## src/rtl/axi_route_pkg.sv

```systemverilog
// Shared types and helpers for the AXI address-channel routers.
package axi_route_pkg;

    // Largest supported slave count; the default slave takes index MAX_SLAVES.
    localparam int MAX_SLAVES = 16;
    localparam int SLV_IDX_W  = 5;

    // Wide enough for any mapped slave index plus the default slave.
    typedef logic [SLV_IDX_W-1:0] slv_idx_t;

    // One-entry request slice occupancy.
    typedef enum logic {
        S_EMPTY = 1'b0,
        S_FULL  = 1'b1
    } slice_state_e;

    // Bits needed to hold the values 0..max_val (never less than one bit).
    function automatic int cnt_width(input int max_val);
        return (max_val < 1) ? 1 : $clog2(max_val + 1);
    endfunction

    // The default slave sits one past the last mapped slave.
    function automatic slv_idx_t default_slv_idx(input int num_slaves);
        return slv_idx_t'(num_slaves);
    endfunction

endpackage

```

## src/rtl/axi_addr_map_dec.sv

```systemverilog
// Combinational base/limit address decoder; the lowest matching index wins,
// and no match yields index NUM_SLAVES (the default slave).
module axi_addr_map_dec
    import axi_route_pkg::*;
#(
    parameter int                            NUM_SLAVES = 6,
    parameter int                            ADDR_W     = 32,
    parameter logic [NUM_SLAVES*ADDR_W-1:0]  SLV_BASE   = '0,
    parameter logic [NUM_SLAVES*ADDR_W-1:0]  SLV_LIMIT  = '0,
    parameter int                            IDX_W      = cnt_width(NUM_SLAVES)
) (
    input  logic [ADDR_W-1:0] addr,
    output logic [IDX_W-1:0]  idx,
    output logic              is_default
);

    // Scan from the highest index down so a lower matching index overrides it.
    always_comb begin
        // NOTE: idx gets a value before the loop so no path leaves it unassigned (no latch).
        idx = IDX_W'(NUM_SLAVES);
        for (int i = NUM_SLAVES - 1; i >= 0; i--) begin
            if (addr >= SLV_BASE[i*ADDR_W +: ADDR_W] &&
                addr <= SLV_LIMIT[i*ADDR_W +: ADDR_W]) begin
                idx = IDX_W'(i);
            end
        end
    end

    assign is_default = (idx == IDX_W'(NUM_SLAVES));

endmodule

```

## src/rtl/axi_ar_route_ctrl.sv

```systemverilog
// AR-channel router for one master port: decodes the address, holds the
// request in a one-entry slice, issues it to a single slave only when that
// cannot interleave R responses, and tracks outstanding bursts.
module axi_ar_route_ctrl
    import axi_route_pkg::*;
#(
    parameter int                            NUM_SLAVES = 6,
    parameter int                            ADDR_W     = 32,
    parameter int                            MAX_OUTST  = 4,
    parameter logic [NUM_SLAVES*ADDR_W-1:0]  SLV_BASE   = {NUM_SLAVES{ADDR_W'(0)}},
    parameter logic [NUM_SLAVES*ADDR_W-1:0]  SLV_LIMIT  = {NUM_SLAVES{ADDR_W'(0)}}
) (
    input  logic                               ACLK,
    input  logic                               ARESETn,
    input  logic                               ARVALID_M,
    input  logic [ADDR_W-1:0]                  ARADDR_M,
    output logic                               ARREADY_M,
    output logic [NUM_SLAVES-1:0]              ARVALID_S,
    input  logic [NUM_SLAVES-1:0]              ARREADY_S,
    output logic                               ARVALID_SD,
    input  logic                               ARREADY_SD,
    input  logic                               RVALID_M,
    input  logic                               RREADY_M,
    input  logic                               RLAST_M,
    output logic [$clog2(NUM_SLAVES+1)-1:0]    r_sel,
    output logic [$clog2(MAX_OUTST+1)-1:0]     outst_cnt,
    output logic                               dec_err
);

    localparam int                SEL_W   = cnt_width(NUM_SLAVES);
    localparam int                CNT_W   = cnt_width(MAX_OUTST);
    localparam logic [SEL_W-1:0]  DEF_SEL = SEL_W'(default_slv_idx(NUM_SLAVES));

    slice_state_e      state_q, state_d;
    logic [SEL_W-1:0]  sel_q, sel_d;
    logic [SEL_W-1:0]  dec_idx;
    logic              dec_default;
    logic              rdy_en_q;     // holds ARREADY_M low until the first edge after reset
    logic              gate_ok;
    logic              issue_vld;
    logic              slv_rdy;
    logic              issue_hs;
    logic              mst_hs;
    logic              r_done;

    axi_addr_map_dec #(
        .NUM_SLAVES (NUM_SLAVES),
        .ADDR_W     (ADDR_W),
        .SLV_BASE   (SLV_BASE),
        .SLV_LIMIT  (SLV_LIMIT),
        .IDX_W      (SEL_W)
    ) u_dec (
        .addr       (ARADDR_M),
        .idx        (dec_idx),
        .is_default (dec_default)
    );

    // Issue gate, one-hot valid fan-out, ready select and handshake strobes.
    always_comb begin
        gate_ok    = ((outst_cnt == '0) || (sel_q == r_sel)) &&
                     (outst_cnt < CNT_W'(MAX_OUTST));
        issue_vld  = (state_q == S_FULL) && gate_ok;
        ARVALID_S  = '0;
        ARVALID_SD = issue_vld && (sel_q == DEF_SEL);
        slv_rdy    = ARREADY_SD;
        for (int i = 0; i < NUM_SLAVES; i++) begin
            if (sel_q == SEL_W'(i)) begin
                ARVALID_S[i] = issue_vld;
                slv_rdy      = ARREADY_S[i];
            end
        end
        issue_hs   = issue_vld && slv_rdy;
        // Accept a new request when empty, or in the same cycle the slice drains.
        ARREADY_M  = rdy_en_q && ((state_q == S_EMPTY) || issue_hs);
        mst_hs     = ARVALID_M && ARREADY_M;
        r_done     = RVALID_M && RREADY_M && RLAST_M;
    end

    // Slice next state: load on master handshake, otherwise empty on drain.
    always_comb begin
        state_d = state_q;
        sel_d   = sel_q;
        if (mst_hs) begin
            state_d = S_FULL;
            sel_d   = dec_idx;
        end else if (issue_hs) begin
            state_d = S_EMPTY;
        end
    end

    // Slice register and the post-reset ready enable.
    always_ff @(posedge ACLK or negedge ARESETn) begin
        if (!ARESETn) begin
            state_q  <= S_EMPTY;
            sel_q    <= '0;
            rdy_en_q <= 1'b0;
        end else begin
            // NOTE: non-blocking so every register samples pre-edge values, whatever the statement order.
            state_q  <= state_d;
            sel_q    <= sel_d;
            rdy_en_q <= 1'b1;
        end
    end

    // Outstanding-burst counter, R mux select and decode-error pulse.
    always_ff @(posedge ACLK or negedge ARESETn) begin
        if (!ARESETn) begin
            outst_cnt <= '0;
            r_sel     <= '0;
            dec_err   <= 1'b0;
        end else begin
            unique case ({issue_hs, r_done && (outst_cnt != '0)})
                2'b10:   outst_cnt <= outst_cnt + 1'b1;
                2'b01:   outst_cnt <= outst_cnt - 1'b1;
                default: outst_cnt <= outst_cnt;
            endcase
            if (issue_hs) begin
                r_sel <= sel_q;
            end
            dec_err <= mst_hs && dec_default;
        end
    end

endmodule

```

## config.mk

```make
export PLATFORM = sky130hd
export DESIGN_NAME = axi_ar_route_ctrl
export DESIGN_NICKNAME = d
export VERILOG_FILES = /design/src/rtl/axi_route_pkg.sv /design/src/rtl/axi_addr_map_dec.sv /design/src/rtl/axi_ar_route_ctrl.sv
export SDC_FILE = /design/constraint.sdc
export NUM_CORES = 1
export LEC_CHECK = 0
export CAP_MARGIN = 10
export CORE_MARGIN = 2
export CORE_UTILIZATION = 37
export CTS_CLUSTER_DIAMETER = 60
export DETAILED_ROUTE_END_ITERATION = 16
export PLACE_DENSITY = 0.84
export SLEW_MARGIN = 10
export SYNTH_ARGS = -nofsm -noshare
export SYNTH_HDL_FRONTEND = slang
export SYNTH_HIERARCHICAL = 1
export SYNTH_SLANG_ARGS = --single-unit
```

## constraint.sdc

```tcl
create_clock -name ACLK -period 2.7 [get_ports ACLK]
set_clock_uncertainty 0.1 [all_clocks]
set_input_delay 0.405 -clock ACLK [delete_from_list [all_inputs] [get_ports ACLK]]
set_output_delay 0.405 -clock ACLK [all_outputs]
set_load 0.005 [all_outputs]
```

-- Word-level counts from Yosys, hierarchy flattened
Cells that the tools add are included.
- bits in registers: 12
- input bits: 45
- output and inout port bits: 15
- logic and storage cells: 56
- $add $sub $neg: 2
- $lt $le $gt $ge: 3
- eq/ne operators: 10
- muxes and demuxes: 16
- bitwise logic cells: 1
- reductions and logical operators: 18
- operators by type and width (operator ; count):
    $ge 32x1->1 const B ; 1
    $le 32x1->1 const B ; 1
    $mux 1 ; 14
    $eq 3x3->1 const B ; 4
    $logic_and 1x1->1 ; 11
    $eq 3x2->1 const B ; 2
    $logic_not 3->1 ; 2
    $pmux 3 s2 ; 1
    $reduce_bool 2->1 ; 2
    $add 3x1->3 const B ; 1
    $eq 3x1->1 const B ; 1
    $eq 3x3->1 ; 1
    $lt 3x3->1 const B ; 1
    $mux 3 ; 1
    $reduce_bool 3->1 ; 1
    $sub 3x1->3 const B ; 1
    $eq 2x1->1 const B ; 1
    $eq 2x2->1 const B ; 1
    $logic_or 1x1->1 ; 2
    $not 1->1 ; 1

-- Logic depth before layout (Yosys ltp)
- depth after elaboration: 12
- depth in mapped cells: 12
- mapped depth without buffers: 11

-- Modules after synthesis
The synthesis kept the hierarchy.
- by module, submodules not included (module ; times used ; cells each ; area an instance (um2)):
    axi_ar_route_ctrl ; 1 ; 95 ; 852.1
    axi_addr_map_dec ; 1 ; 15 ; 101.3

-- Worst setup path after synthesis
Ideal clock, no wire load.
- kind: reg-to-reg
- start point: register r_sel[2]
- end point: register outst_cnt[2]
- library setup time: 126 ps
- arrival time: 2220 ps
- required time: 2474 ps
- path slack: 254 ps
- cell stages (with the launch flop): 12
- path buffers: 0
- period minus slack after synthesis: 2446 ps
- cells stage by stage: dfrtp_1 xor2_1 o41ai_4 nand3_2 nor2_4 inv_1 ha_1 inv_1 fa_1 xor2_1 nor2_1 xor2_1
- word-level cells in the longest chain between the ends: 7
- RTL lines (element ; line ; RTL):
    start, declared ; axi_ar_route_ctrl.sv:25 ; output logic [$clog2(NUM_SLAVES+1)-1:0] r_sel,
    start signal, assigned ; axi_ar_route_ctrl.sv:118 ; r_sel <= sel_q;
    $eq 3x3->1 (*) ; axi_ar_route_ctrl.sv:60 ; gate_ok = ((outst_cnt == '0) || (sel_q == r_sel)) &&
    $logic_or 1x1->1 (*) ; axi_ar_route_ctrl.sv:60 ;
    $logic_and 1x1->1 (*) ; axi_ar_route_ctrl.sv:60 ;
    $logic_and 1x1->1 (*) ; axi_ar_route_ctrl.sv:62 ; issue_vld = (state_q == S_FULL) && gate_ok;
    $logic_and 1x1->1 (*) ; axi_ar_route_ctrl.sv:72 ; issue_hs = issue_vld && slv_rdy;
    $eq 2x1->1 or $eq 2x2->1 (tied branches) ; axi_ar_route_ctrl.sv:112 ; unique case ({issue_hs, r_done && (outst_cnt != '0)})
    $pmux 3 s2 or $reduce_bool 2->1 (tied branches) ; - ;
    end signal, assigned ; axi_ar_route_ctrl.sv:113 ; 2'b10: outst_cnt <= outst_cnt + 1'b1;
    end signal, assigned ; axi_ar_route_ctrl.sv:114 ; 2'b01: outst_cnt <= outst_cnt - 1'b1;
    end signal, assigned ; axi_ar_route_ctrl.sv:115 ; default: outst_cnt <= outst_cnt;
    end, declared ; axi_ar_route_ctrl.sv:26 ; output logic [$clog2(MAX_OUTST+1)-1:0] outst_cnt,
Every way passes the cells marked *; elsewhere a longest branch is shown, timed or not.
A chain may end at the register's enable or synchronous reset.

-- Worst setup path after layout
- start point: register sel_q[1]
- end point: register outst_cnt[2]
- word-level cells in the longest chain between the ends: 10
- RTL lines (element ; line ; RTL):
    start, declared ; axi_ar_route_ctrl.sv:35 ; logic [SEL_W-1:0] sel_q, sel_d;
    start signal, assigned ; axi_ar_route_ctrl.sv:100 ; sel_q <= sel_d;
    $logic_not 3->1 ; axi_ar_route_ctrl.sv:67 ; if (sel_q == SEL_W'(i)) begin
    $mux 1 (6 in series) ; axi_ar_route_ctrl.sv:67 ;
    $logic_and 1x1->1 (*) ; axi_ar_route_ctrl.sv:72 ;
    $eq 2x1->1 or $eq 2x2->1 (tied branches) ; axi_ar_route_ctrl.sv:112 ;
    $pmux 3 s2 or $reduce_bool 2->1 (tied branches) ; - ;
Marked as above.

==> flow_metrics.tcl <==
set metrics [dict create \
    vdd_drop_max_mv 0.660 \
    start_util_pct 38.8 \
    ys_warn_count 6 \
    synthesis.nets 157 \
    p_int_mw 1.01 \
    grt_start_max_net_pins 13 \
    clockPowerShare_pct 8.2 \
    power_density_mw_per_mm2 982 \
    synth_top_cell_by_area "dfrtp_1" \
    p_seq_share_pct 20.3 \
    place_congestion 0.934 \
    track_usage_pct 20.5 \
    crit_family "simple AND/OR/NAND/NOR gates" \
    cts.clk_slew.worst_paths_ns 0.08 \
    cts_tree "built" \
    crit_buf_inv 4 \
    grt_first_pass_wirelength_um 4340 \
    path_cells "or4_4 -> nand3_2 -> buf_4 -> buf_4 -> nor2_4 -> inv_1 -> ha_1 -> inv_1 -> fa_1 -> xor2_1 -> nor2_1 -> xor2_1" \
    hold_violations 0 \
    place_area_mm2 0.00162 \
    area_growth_pct 81.5 \
    path_class "register to register" \
    cp_data_arrival_time_ns 2.71 \
    synth.distinct_cells 37 \
    fin_area_mm2 0.00173 \
    vias 1136 \
    die_y_um 54.8 \
    path_max_fanout 9 \
    gr-total-overflow 0 \
    drt-total-wl_um 2930 \
    clk_path_buf_depth 2 \
    cp-start-kind "register" \
    end_kind "register" \
    core_mm2 0.00245 \
    dp_hpwl_um 2290 \
    worst_pin_slew_ns 0.546 \
    synth_area_um2 953 \
    drt-pass1-iter-count 4 \
    seq_area_frac_synth_pct 31.5 \
    diodes 0 \
    p_sw_share_pct 40.6 \
    io_buffers 59 \
    ios 60 \
    fin_crit_ns 2.61 \
    setup_viol 0 \
    fmax_mhz 383 \
    cp.required_ns 2.80 \
    power_frac_comb_pct 71.5 \
    final_core_util_pct 70.5 \
    yosys.area.top_type_share_pct 31.5 \
    drt-initial-drc-count 25 \
    rows 18 \
    period_share_pct 96.7 \
    vias_per_cell 5.28 \
    drc 0 \
    status "finished clean" \
    routedWlPerCell_um 13.6 \
    synth.area.top_cells "dfrtp_1 (31%), nor2_1 (4.7%), nor4_1 (4.6%), xor2_1 (4.6%), buf_4 (3.9%)" \
    ys_seq_elements 12 \
    numCtsBuffers 3 \
    worstSkewPairLatency_ns 0.27 \
    switching_power_mw 0.689 \
    chipWidth_um 54.8 \
    slowest_stage "or4_4" \
    root_buffer "clkbuf_4" \
    antenna_left 0 \
    cts.sinks 12 \
    antenna_found_initial 0 \
    min-delay-path-class "input pin to async pin" \
    slowest_delay_ns 0.54 \
    htree_num_levels 1 \
    first_global_vias 1061 \
    drv_cap 0 \
    synthCells 110 \
    syn_area_per_cell_um2 8.67 \
    maxSlewViolCount 0 \
    layout.nets 233 \
    power.leakage_nw 0.740 \
    dieArea_mm2 0.00300 \
    relSlewSlack_pct 63.5 \
    drive_gt1_share_pct 20.5 \
]
==> power by group through the flow <==
stage                     Sequential, mW  Combinational, mW  Clock (mW)
final                              0.345               1.21       0.139
after CTS                          0.349               1.12       0.143
after global routing               0.357               1.33       0.153
after global placement             0.349              0.988           0
after floorplan                    0.326              0.600           0
after detailed placement           0.358               1.03           0
==> final cells by class <==
type	instances	area [µm²]
Timing Repair Buffer	78	727
Clock buffer	4	36.3
Tap cell	30	37.5
Fill cell	194	724
Inverter	5	18.8
Multi-Input combinational cell	86	606
Sequential cell	12	305
==> flip-flops by register name, summed over array words and instances (netlist names) <==
register / count
state_q: 1
sel_q: 3
rdy_en_q: 1
r_sel: 3
dec_err: 1
outst_cnt: 3
==> what timing repair did <==
item                                    CTS  global route
gates resized for setup                   9            10
hold buffers                              0             0
endpoints found under the setup margin    8             3
setup buffers                             4             4
pin swaps                                 2             5
==> metrics by stage <==
| step | std cells | hold slack, ns | setup WS [ns] | total power [mW] | setup TNS, ns |
|---|---|---|---|---|---|
| finish | 215 | 0.387 | 0.0902 | 1.70 | 0 |
| global placement | 203 | 0.414 | -0.00997 | 1.34 | -0.00997 |
| CTS | 211 | 0.403 | 0.00183 | 1.61 | 0 |
| detailed placement | 203 | 0.428 | -0.0367 | 1.38 | -0.0367 |
| floorplan | 110 | 0.00941 | 0.254 | 0.926 | 0 |
| global route | 215 | 0.401 | -0.0320 | 1.84 | -0.0464 |
==> cell families after synthesis <==
group / count (synthesis) / share of synthesized area (%)
adder cells (fa/ha/maj): 2 / 3.41
flip-flops: 12 / 31.5
AND/OR/NAND/NOR: 59 / 35.4
AO/OA/AOI/OAI: 12 / 10.9
other: 2 / 0.788
buffers and inverters: 12 / 6.82
multiplexers: 5 / 5.64
XOR/XNOR: 6 / 5.51
==> Yosys cell counts, drive strengths merged <==
cell,number
o211ai,3
nor3,3
dfrtp,12
nand2b,5
clkbuf,1
fa,1
and3,1
buf,6
or4b,1
a211oi,3
mux2i,2
or3,3
o21ai,2
nor4,8
a22o,1
inv,5
mux2,3
a22oi,1
nand3,5
nor2,13
conb,2
o41ai,1
ha,1
xor2,5
nand2,9
nand4,2
and2,2
or2,1
nor3b,5
xnor2,1
or4,1
a21oi,1
==> placed cells by master (no fill, tap or decap), types with 3 or more instances in the layout <==
| cell | instances |
|---|---|
| nand2_1 | 8 |
| xor2_1 | 5 |
| nor3b_1 | 4 |
| o211ai_1 | 3 |
| inv_1 | 4 |
| nor2_1 | 11 |
| nor4_1 | 7 |
| nand3_1 | 4 |
| buf_4 | 19 |
| clkbuf_4 | 3 |
| dlygate4sd2_1 | 7 |
| mux2_1 | 3 |
| dfrtp_2 | 4 |
| nor3_1 | 3 |
| or3_1 | 3 |
| dfrtp_1 | 8 |
| a211oi_1 | 3 |
| nand2b_1 | 5 |
| clkdlybuf4s50_1 | 51 |
==> worst paths after layout <==
path / start / to / slack (ns) / cells past startpoint
worst max-delay path: sel_q[1]$_DFFE_PN0P_ / outst_cnt[2]$_DFFE_PN0P_ / 0.09 / 12
worst min-delay path: ARESETn / outst_cnt[2]$_DFFE_PN0P_ / 0.39 / 1
worst max register to register: sel_q[1]$_DFFE_PN0P_ / outst_cnt[2]$_DFFE_PN0P_ / 0.09 / 12
worst min register to register: r_sel[2]$_DFFE_PN0P_ / r_sel[2]$_DFFE_PN0P_ / 0.44 / 1
max in group asynchronous: ARESETn / outst_cnt[0]$_DFFE_PN0P_ / 1.72 / 1
min in group ACLK: r_sel[2]$_DFFE_PN0P_ / r_sel[2]$_DFFE_PN0P_ / 0.44 / 1
==> per-layer routing <==
layer / wire length, µm / GRT usage (%)
met1: 1070 / 20.7
met3: 219 / 7.92
met5: 0 / 0
met2: 1610 / 39.7
met4: 23 / 3.33
Power figures use the tool's default switching activity.
